### config.mk
export PLATFORM = sky130hd
export DESIGN_NAME = multi_lane_gate_controller
export DESIGN_NICKNAME = d
export VERILOG_FILES = /design/src/rtl/gate_pkg.sv /design/src/rtl/gate_lane_fsm.sv /design/src/rtl/multi_lane_gate_controller.sv
export SDC_FILE = /design/constraint.sdc
export NUM_CORES = 1
export LEC_CHECK = 0
export ABC_AREA = 1
export CORE_ASPECT_RATIO = 2
export CORE_MARGIN = 3
export CORE_UTILIZATION = 30
export CTS_BUF_LIST = sky130_fd_sc_hd__clkbuf_8
export CTS_CLUSTER_SIZE = 25
export DETAILED_ROUTE_END_ITERATION = 10
export PLACE_DENSITY_LB_ADDON = 0.2
export SKIP_LAST_GASP = 1
export SLEW_MARGIN = 40
export SYNTH_ARGS = -nofsm -noshare
export SYNTH_HDL_FRONTEND = slang
export SYNTH_HIERARCHICAL = 1
export SYNTH_SLANG_ARGS = --single-unit
### constraint.sdc
create_clock -name clk_i -period 11.6 [get_ports clk_i]
set_clock_uncertainty 0.05 [all_clocks]
set_input_delay 2.32 -clock clk_i [delete_from_list [all_inputs] [get_ports clk_i]]
set_output_delay 2.32 -clock clk_i [all_outputs]
set_load 0.01 [all_outputs]
### src/rtl/gate_pkg.sv
// Shared types for the multi-lane gate controller: lane FSM states and
// traffic-light encodings.
package gate_pkg;

    typedef enum logic [2:0] {
        LS_IDLE,
        LS_CHECK,
        LS_WAIT_CLR,
        LS_ABORT,
        LS_OPEN,
        LS_HOLD,
        LS_WARN,
        LS_CLOSE
    } lane_state_e;

    // Light vector ordering is {red, yellow, green}; exactly one bit is set.
    typedef logic [2:0] light_t;

    localparam light_t LIGHT_RED    = 3'b100;
    localparam light_t LIGHT_YELLOW = 3'b010;
    localparam light_t LIGHT_GREEN  = 3'b001;

endpackage

### src/rtl/gate_lane_fsm.sv
// One entry lane: payment check, wait for a clear path (with timeout),
// then the open / hold / warn / close sequence.
module gate_lane_fsm
    import gate_pkg::*;
#(
    parameter int PAY_WAIT  = 2,
    parameter int OPEN_HOLD = 3,
    parameter int CLEAR_TMO = 16
) (
    input  logic clk_i,
    input  logic reset_ni,
    input  logic i_grant,
    input  logic i_clear,
    output logic o_idle,
    output logic o_red,
    output logic o_yellow,
    output logic o_green,
    output logic o_gate_open,
    output logic o_gate_close,
    output logic o_abort,
    output logic o_entering_open,
    output logic o_entering_abort
);

    localparam int TMR_MAX_A = (PAY_WAIT > OPEN_HOLD) ? PAY_WAIT : OPEN_HOLD;
    localparam int TMR_MAX   = (TMR_MAX_A > CLEAR_TMO) ? TMR_MAX_A : CLEAR_TMO;
    localparam int TMR_W     = (TMR_MAX > 1) ? $clog2(TMR_MAX) : 1;

    lane_state_e        r_state;
    lane_state_e        w_state_n;
    logic [TMR_W-1:0]   r_tmr;
    logic [TMR_W-1:0]   w_tmr_n;
    light_t             w_light;

    always_ff @(posedge clk_i or negedge reset_ni) begin
        if (!reset_ni) begin
            r_state <= LS_IDLE;
            r_tmr   <= '0;
        end else begin
            r_state <= w_state_n;
            r_tmr   <= w_tmr_n;
        end
    end

    // The timer only advances while staying in a timed state, so every state
    // entry sees it at zero.
    always_comb begin
        w_state_n        = r_state;
        w_tmr_n          = '0;
        w_light          = LIGHT_RED;
        o_idle           = 1'b0;
        o_gate_open      = 1'b0;
        o_gate_close     = 1'b0;
        o_abort          = 1'b0;
        o_entering_open  = 1'b0;
        o_entering_abort = 1'b0;
        case (r_state)
            LS_IDLE: begin
                o_idle = 1'b1;
                if (i_grant) w_state_n = LS_CHECK;
            end
            LS_CHECK: begin
                w_light = LIGHT_YELLOW;
                if (r_tmr == TMR_W'(PAY_WAIT - 1)) w_state_n = LS_WAIT_CLR;
                else                               w_tmr_n   = r_tmr + TMR_W'(1);
            end
            LS_WAIT_CLR: begin
                w_light = LIGHT_YELLOW;
                if (i_clear) begin
                    w_state_n       = LS_OPEN;
                    o_entering_open = 1'b1;
                end else if (r_tmr == TMR_W'(CLEAR_TMO - 1)) begin
                    w_state_n        = LS_ABORT;
                    o_entering_abort = 1'b1;
                end else begin
                    w_tmr_n = r_tmr + TMR_W'(1);
                end
            end
            LS_ABORT: begin
                o_abort   = 1'b1;
                w_state_n = LS_IDLE;
            end
            LS_OPEN: begin
                w_light     = LIGHT_GREEN;
                o_gate_open = 1'b1;
                w_state_n   = LS_HOLD;
            end
            LS_HOLD: begin
                w_light = LIGHT_GREEN;
                if (r_tmr == TMR_W'(OPEN_HOLD - 1)) w_state_n = LS_WARN;
                else                                w_tmr_n   = r_tmr + TMR_W'(1);
            end
            LS_WARN: begin
                w_light   = LIGHT_YELLOW;
                w_state_n = LS_CLOSE;
            end
            LS_CLOSE: begin
                o_gate_close = 1'b1;
                w_state_n    = LS_IDLE;
            end
            default: w_state_n = LS_IDLE;
        endcase
    end

    assign o_red    = w_light[2];
    assign o_yellow = w_light[1];
    assign o_green  = w_light[0];

endmodule

### src/rtl/multi_lane_gate_controller.sv
// Multi-lane entry controller: per-lane gate FSMs sharing one capacity pool,
// with slot reservation, exit tracking and a saturating entry counter.
module multi_lane_gate_controller
    import gate_pkg::*;
#(
    parameter int NUM_LANES = 2,
    parameter int CNT_W     = 8,
    parameter int CAPACITY  = 200,
    parameter int PAY_WAIT  = 2,
    parameter int OPEN_HOLD = 3,
    parameter int CLEAR_TMO = 16
) (
    input  logic                 clk_i,
    input  logic                 reset_ni,
    input  logic [NUM_LANES-1:0] car_i,
    input  logic [NUM_LANES-1:0] pay_ok_i,
    input  logic [NUM_LANES-1:0] clear_i,
    input  logic                 exit_i,
    input  logic                 cnt_reset_i,
    output logic [NUM_LANES-1:0] gate_open_o,
    output logic [NUM_LANES-1:0] gate_close_o,
    output logic [NUM_LANES-1:0] red_o,
    output logic [NUM_LANES-1:0] yellow_o,
    output logic [NUM_LANES-1:0] green_o,
    output logic [CNT_W-1:0]     car_count_o,
    output logic [CNT_W-1:0]     occupancy_o,
    output logic                 full_o,
    output logic [NUM_LANES-1:0] abort_o
);

    localparam int CNT_MAX = (1 << CNT_W) - 1;

    logic [NUM_LANES-1:0] w_idle;
    logic [NUM_LANES-1:0] w_req;
    logic [NUM_LANES-1:0] w_grant;
    logic [NUM_LANES-1:0] w_enter_open;
    logic [NUM_LANES-1:0] w_enter_abort;
    logic [CNT_W-1:0]     w_occ_n;
    logic [CNT_W-1:0]     w_cnt_n;
    logic                 w_full_n;
    logic [CNT_W-1:0]     r_occ;
    logic [CNT_W-1:0]     r_cnt;
    logic                 r_full;

    for (genvar l = 0; l < NUM_LANES; l++) begin : g_lane
        gate_lane_fsm #(
            .PAY_WAIT (PAY_WAIT),
            .OPEN_HOLD(OPEN_HOLD),
            .CLEAR_TMO(CLEAR_TMO)
        ) u_lane (
            .clk_i           (clk_i),
            .reset_ni        (reset_ni),
            .i_grant         (w_grant[l]),
            .i_clear         (clear_i[l]),
            .o_idle          (w_idle[l]),
            .o_red           (red_o[l]),
            .o_yellow        (yellow_o[l]),
            .o_green         (green_o[l]),
            .o_gate_open     (gate_open_o[l]),
            .o_gate_close    (gate_close_o[l]),
            .o_abort         (abort_o[l]),
            .o_entering_open (w_enter_open[l]),
            .o_entering_abort(w_enter_abort[l])
        );
    end

    assign w_req = w_idle & car_i & pay_ok_i;

    // Lowest lane index wins while free slots remain; free slots come from
    // the registered occupancy, so a same-cycle exit helps only next cycle.
    always_comb begin
        int w_slots;
        w_grant = '0;
        w_slots = CAPACITY - int'(r_occ);
        for (int i = 0; i < NUM_LANES; i++) begin
            if (w_req[i] && (w_slots > 0)) begin
                w_grant[i] = 1'b1;
                w_slots    = w_slots - 1;
            end
        end
    end

    always_comb begin
        int w_n_grant;
        int w_n_abort;
        int w_n_open;
        int w_occ_sum;
        int w_cnt_sum;
        w_n_grant = 0;
        w_n_abort = 0;
        w_n_open  = 0;
        for (int i = 0; i < NUM_LANES; i++) begin
            w_n_grant = w_n_grant + int'(w_grant[i]);
            w_n_abort = w_n_abort + int'(w_enter_abort[i]);
            w_n_open  = w_n_open  + int'(w_enter_open[i]);
        end
        w_occ_sum = int'(r_occ) + w_n_grant - w_n_abort - int'(exit_i);
        w_occ_n   = (w_occ_sum < 0) ? '0 : CNT_W'(w_occ_sum);
        w_full_n  = (w_occ_n == CNT_W'(CAPACITY));
        w_cnt_sum = int'(r_cnt) + w_n_open;
        w_cnt_n   = (w_cnt_sum > CNT_MAX) ? CNT_W'(CNT_MAX) : CNT_W'(w_cnt_sum);
    end

    always_ff @(posedge clk_i or negedge reset_ni) begin
        if (!reset_ni) begin
            r_occ  <= '0;
            r_full <= 1'b0;
            r_cnt  <= '0;
        end else begin
            r_occ  <= w_occ_n;
            r_full <= w_full_n;
            r_cnt  <= cnt_reset_i ? '0 : w_cnt_n;
        end
    end

    assign occupancy_o = r_occ;
    assign full_o      = r_full;
    assign car_count_o = r_cnt;

endmodule
==> flow_summary.toml <==
[run_status]
status = "complete, no violations"

[logic_synthesis]
synth_top_area_cell = "dfrtp_1"
synthArstFlopShare = 1.00
ys_types = 29
yosys-top-cells-area = "dfrtp_1 28%, ha_1 11%, nand2_1 11%"
avgSynthCellArea_um2 = 7.00
syn_nets = 435
ys.flop_type = "dfrtp_1"
yosysTopAreaCellShare = 0.280
syn_area_um2 = 2770
synth_cells = 396
synth_edf_count = 0
ys_warn_count = 6
ys_ff_latch = 31
ys_top_cells_by_count = "79 x nand2_1, 63 x inv_1, 54 x nor2_1"
yosysSeqAreaShare = 0.280
yosysMostFrequentCell = "nand2_1"

[finish]
diodes = 0
final_util = 0.374
final_nets = 480
areaGrowthSynthToFinish_pct = 21.7
drive_gt1_frac = 0.106

[global_routing]
grt_max_degree = 32
grt_pass1_vias = 2819
grt_pass1_wl_um = 12800
grt-ovfl-total = 0
grt_usage = 0.157
antenna_found_initial = 0

[routing]
ant_nets = 0
via_per_inst = 4.82
drtIter0Drc = 117
first_pass_iters = 4
dr_total_vias = 2620
wire_per_inst_um = 13.6
drc = 0
routed_wl_um = 7390

[clock_network]
cts.sinks = 31
postCtsResizedCells = 0
cts_max_level = 2
cts_setup_buffers = 0
clock_latency_ps = 290
clockRootBuffer = "clkbuf_8"
numCtsBuffers = 5
cts_hold_buffers = 0
clockBufferDepth = 2
cts_tree = "done"
clk_pin_slew_ps = 80

[timing]
tightest_slew_ps = 421
hold_viol = 0
grt_setup_unrepaired = "no"
fmax_mhz = 177
max-slew-margin-rel = 0.719
setup_viol = 0
finalCritPeriodShare = 0.488
post-route-min-period_ps = 5660
setup_tns_ps = 0
finalMaxSlewViolations = 0

[critical_path]
cp_top_family = "adder cells"
crit_path_start_kind = "input pin"
cpMostUsedCell = "nand2_1"
path_max_fanout = 3
arrival_ps = 5830
startpoint = "car_i[0]"
max_stage_delay_ps = 490
crit_buf_inv = 4
slowest_stage = "fa_1"
cp-end-kind = "flop"
crit_required_ps = 11770
timing.critical_path.cells = "clkdlybuf4s50_1 > and3_1 > nand2_1 > inv_1 > nand2_1 > fa_1 > fa_1 > inv_1 > ha_1 > fa_1 > nor2_1 > nand2_1 > nor2_1 > nand3_1 > nor2_2 > nand2_1 > nand2_1 > nand2_1 > inv_1 > nand4_1 > nor2_1"
worstSetupPathType = "in -> reg"
reg2reg_from = "occupancy_o[0]"

[die]
die-width_um = 73.9
core-area_um2 = 9010
dieArea_um2 = 10500
die_y_um = 142
io_pins = 39
initial_core_util = 0.307
std_cell_rows = 49

[hold_path]
worstHoldStart = "g_lane[0].u_lane/r_tmr[0]"
hold_class = "reg -> reg"

[placement]
gp_congestion = 0.864
io_buffers = 38
dpl.hpwl_um = 6180

[pwr]
peakVddDrop_uv = 77.8
finalPower_mw = 0.939
p_per_area_nw_per_um2 = 279
leakagePower_nw = 1.69

[job]
max-cap-violations = 0
==> worst paths after layout <==
check | to | slack, ps | depth (start not counted)
max in group asynchronous | car_count_o[6] | 8820 | 2
max reg2reg | full_o | 7010 | 26
min | g_lane[0].u_lane/r_tmr[0] | 470 | 1
min reg2reg | g_lane[0].u_lane/r_tmr[0] | 470 | 1
min in group asynchronous | car_count_o[2] | 2360 | 2
max | full_o | 5940 | 21
==> power breakdown <==
part	internal, mW	switching [mW]	leakage (nW)
sequential	0.139	0.0455	0.410
clock	0.0418	0.0468	0.0402
combinational	0.255	0.411	1.24
total	0.436	0.504	1.69
==> per-stage QoR <==
step	cells	worst slack (ps)	area (um^2)	hold WS [ps]
2_1_floorplan	396	6460	2770	427
3_3_place_gp	536	5800	3280	462
3_5_place_dp	536	5660	3280	471
4_1_cts	544	5960	3370	484
5_1_grt	544	5660	3370	511
6_report	544	5940	3370	474
==> kinds of logic after synthesis <==
| group | Yosys count | synth area share |
|---|---|---|
| buf+inv | 70 | 0.0949 |
| compound gates | 35 | 0.0754 |
| flops | 31 | 0.280 |
| simple gates | 218 | 0.367 |
| xor+xnor | 13 | 0.0411 |
| fa+ha+maj | 29 | 0.142 |
==> layout make-up <==
type	instances	area, um^2
Fill cell	971	5640
Multi-Input combinational cell	295	1730
Sequential cell	31	776
Timing Repair Buffer	39	388
Inverter	69	259
Tap cell	102	128
Clock buffer	5	68.8
Clock inverter	3	20.0
==> cells in the final DEF, fill, tap and decap left out <==
| cell type | synthesis | final |
|---|---|---|
| xor2_1 | 9 | 9 |
| inv_2 | 6 | 6 |
| o21ai_1 | 2 | 2 |
| nand4_1 | 4 | 4 |
| o21ai_0 | 7 | 7 |
| a21boi_0 | 2 | 2 |
| nor2_1 | 54 | 54 |
| a21oi_1 | 14 | 14 |
| nand2_1 | 79 | 79 |
| nor2_2 | 6 | 6 |
| clkdlybuf4s50_1 | 0 | 38 |
| a21oi_2 | 3 | 3 |
| nand3_1 | 45 | 45 |
| and3_1 | 2 | 2 |
| nand3b_1 | 1 | 1 |
| nor2_4 | 2 | 2 |
| nand3_2 | 9 | 9 |
| dfrtp_1 | 31 | 31 |
| o211ai_1 | 2 | 2 |
| nor3_1 | 3 | 3 |
| clkinvlp_4 | 0 | 2 |
| buf_4 | 0 | 1 |
| fa_1 | 4 | 4 |
| clkinv_2 | 0 | 1 |
| xnor2_1 | 4 | 4 |
| nand2_2 | 12 | 12 |
| a21o_1 | 1 | 1 |
| o21bai_1 | 2 | 2 |
| a211oi_1 | 2 | 2 |
| ha_1 | 25 | 25 |
| and2_1 | 1 | 1 |
| inv_1 | 63 | 63 |
| clkbuf_8 | 0 | 5 |
==> worst reg2reg max path, cell delays in order, from the launching register on <==
cell and delay [ps]:
dfrtp_1 430, inv_1 220, ha_1 290, nand2_1 110
nand2_1 110, nand2_1 60, nand2_1 130, nand3_1 90
nor2_1 150, nand3_1 120, nand2_1 130, fa_1 460
fa_1 400, inv_1 70, ha_1 210, fa_1 490
nor2_1 110, nand2_1 80, nor2_1 110, nand3_1 110
nor2_2 130, nand2_1 70, nand2_1 60, nand2_1 60
inv_1 50, nand4_1 70, nor2_1 120
==> state kept, by name (all words and copies together), names as in the netlist <==
register and cells:
g_lane.u_lane/r_tmr 8, occupancy_o 8, car_count_o 8, g_lane.u_lane/r_state 6, full_o 1
==> routing by layer <==
metal  vias up  track usage  wire [um]
li1       1342            -          -
met1      1216        0.140       2430
met2        45        0.314       4450
met3        17       0.0220        191
met4         0       0.0821        315
met5         -            0          0
(Power assumes the default switching activity.)
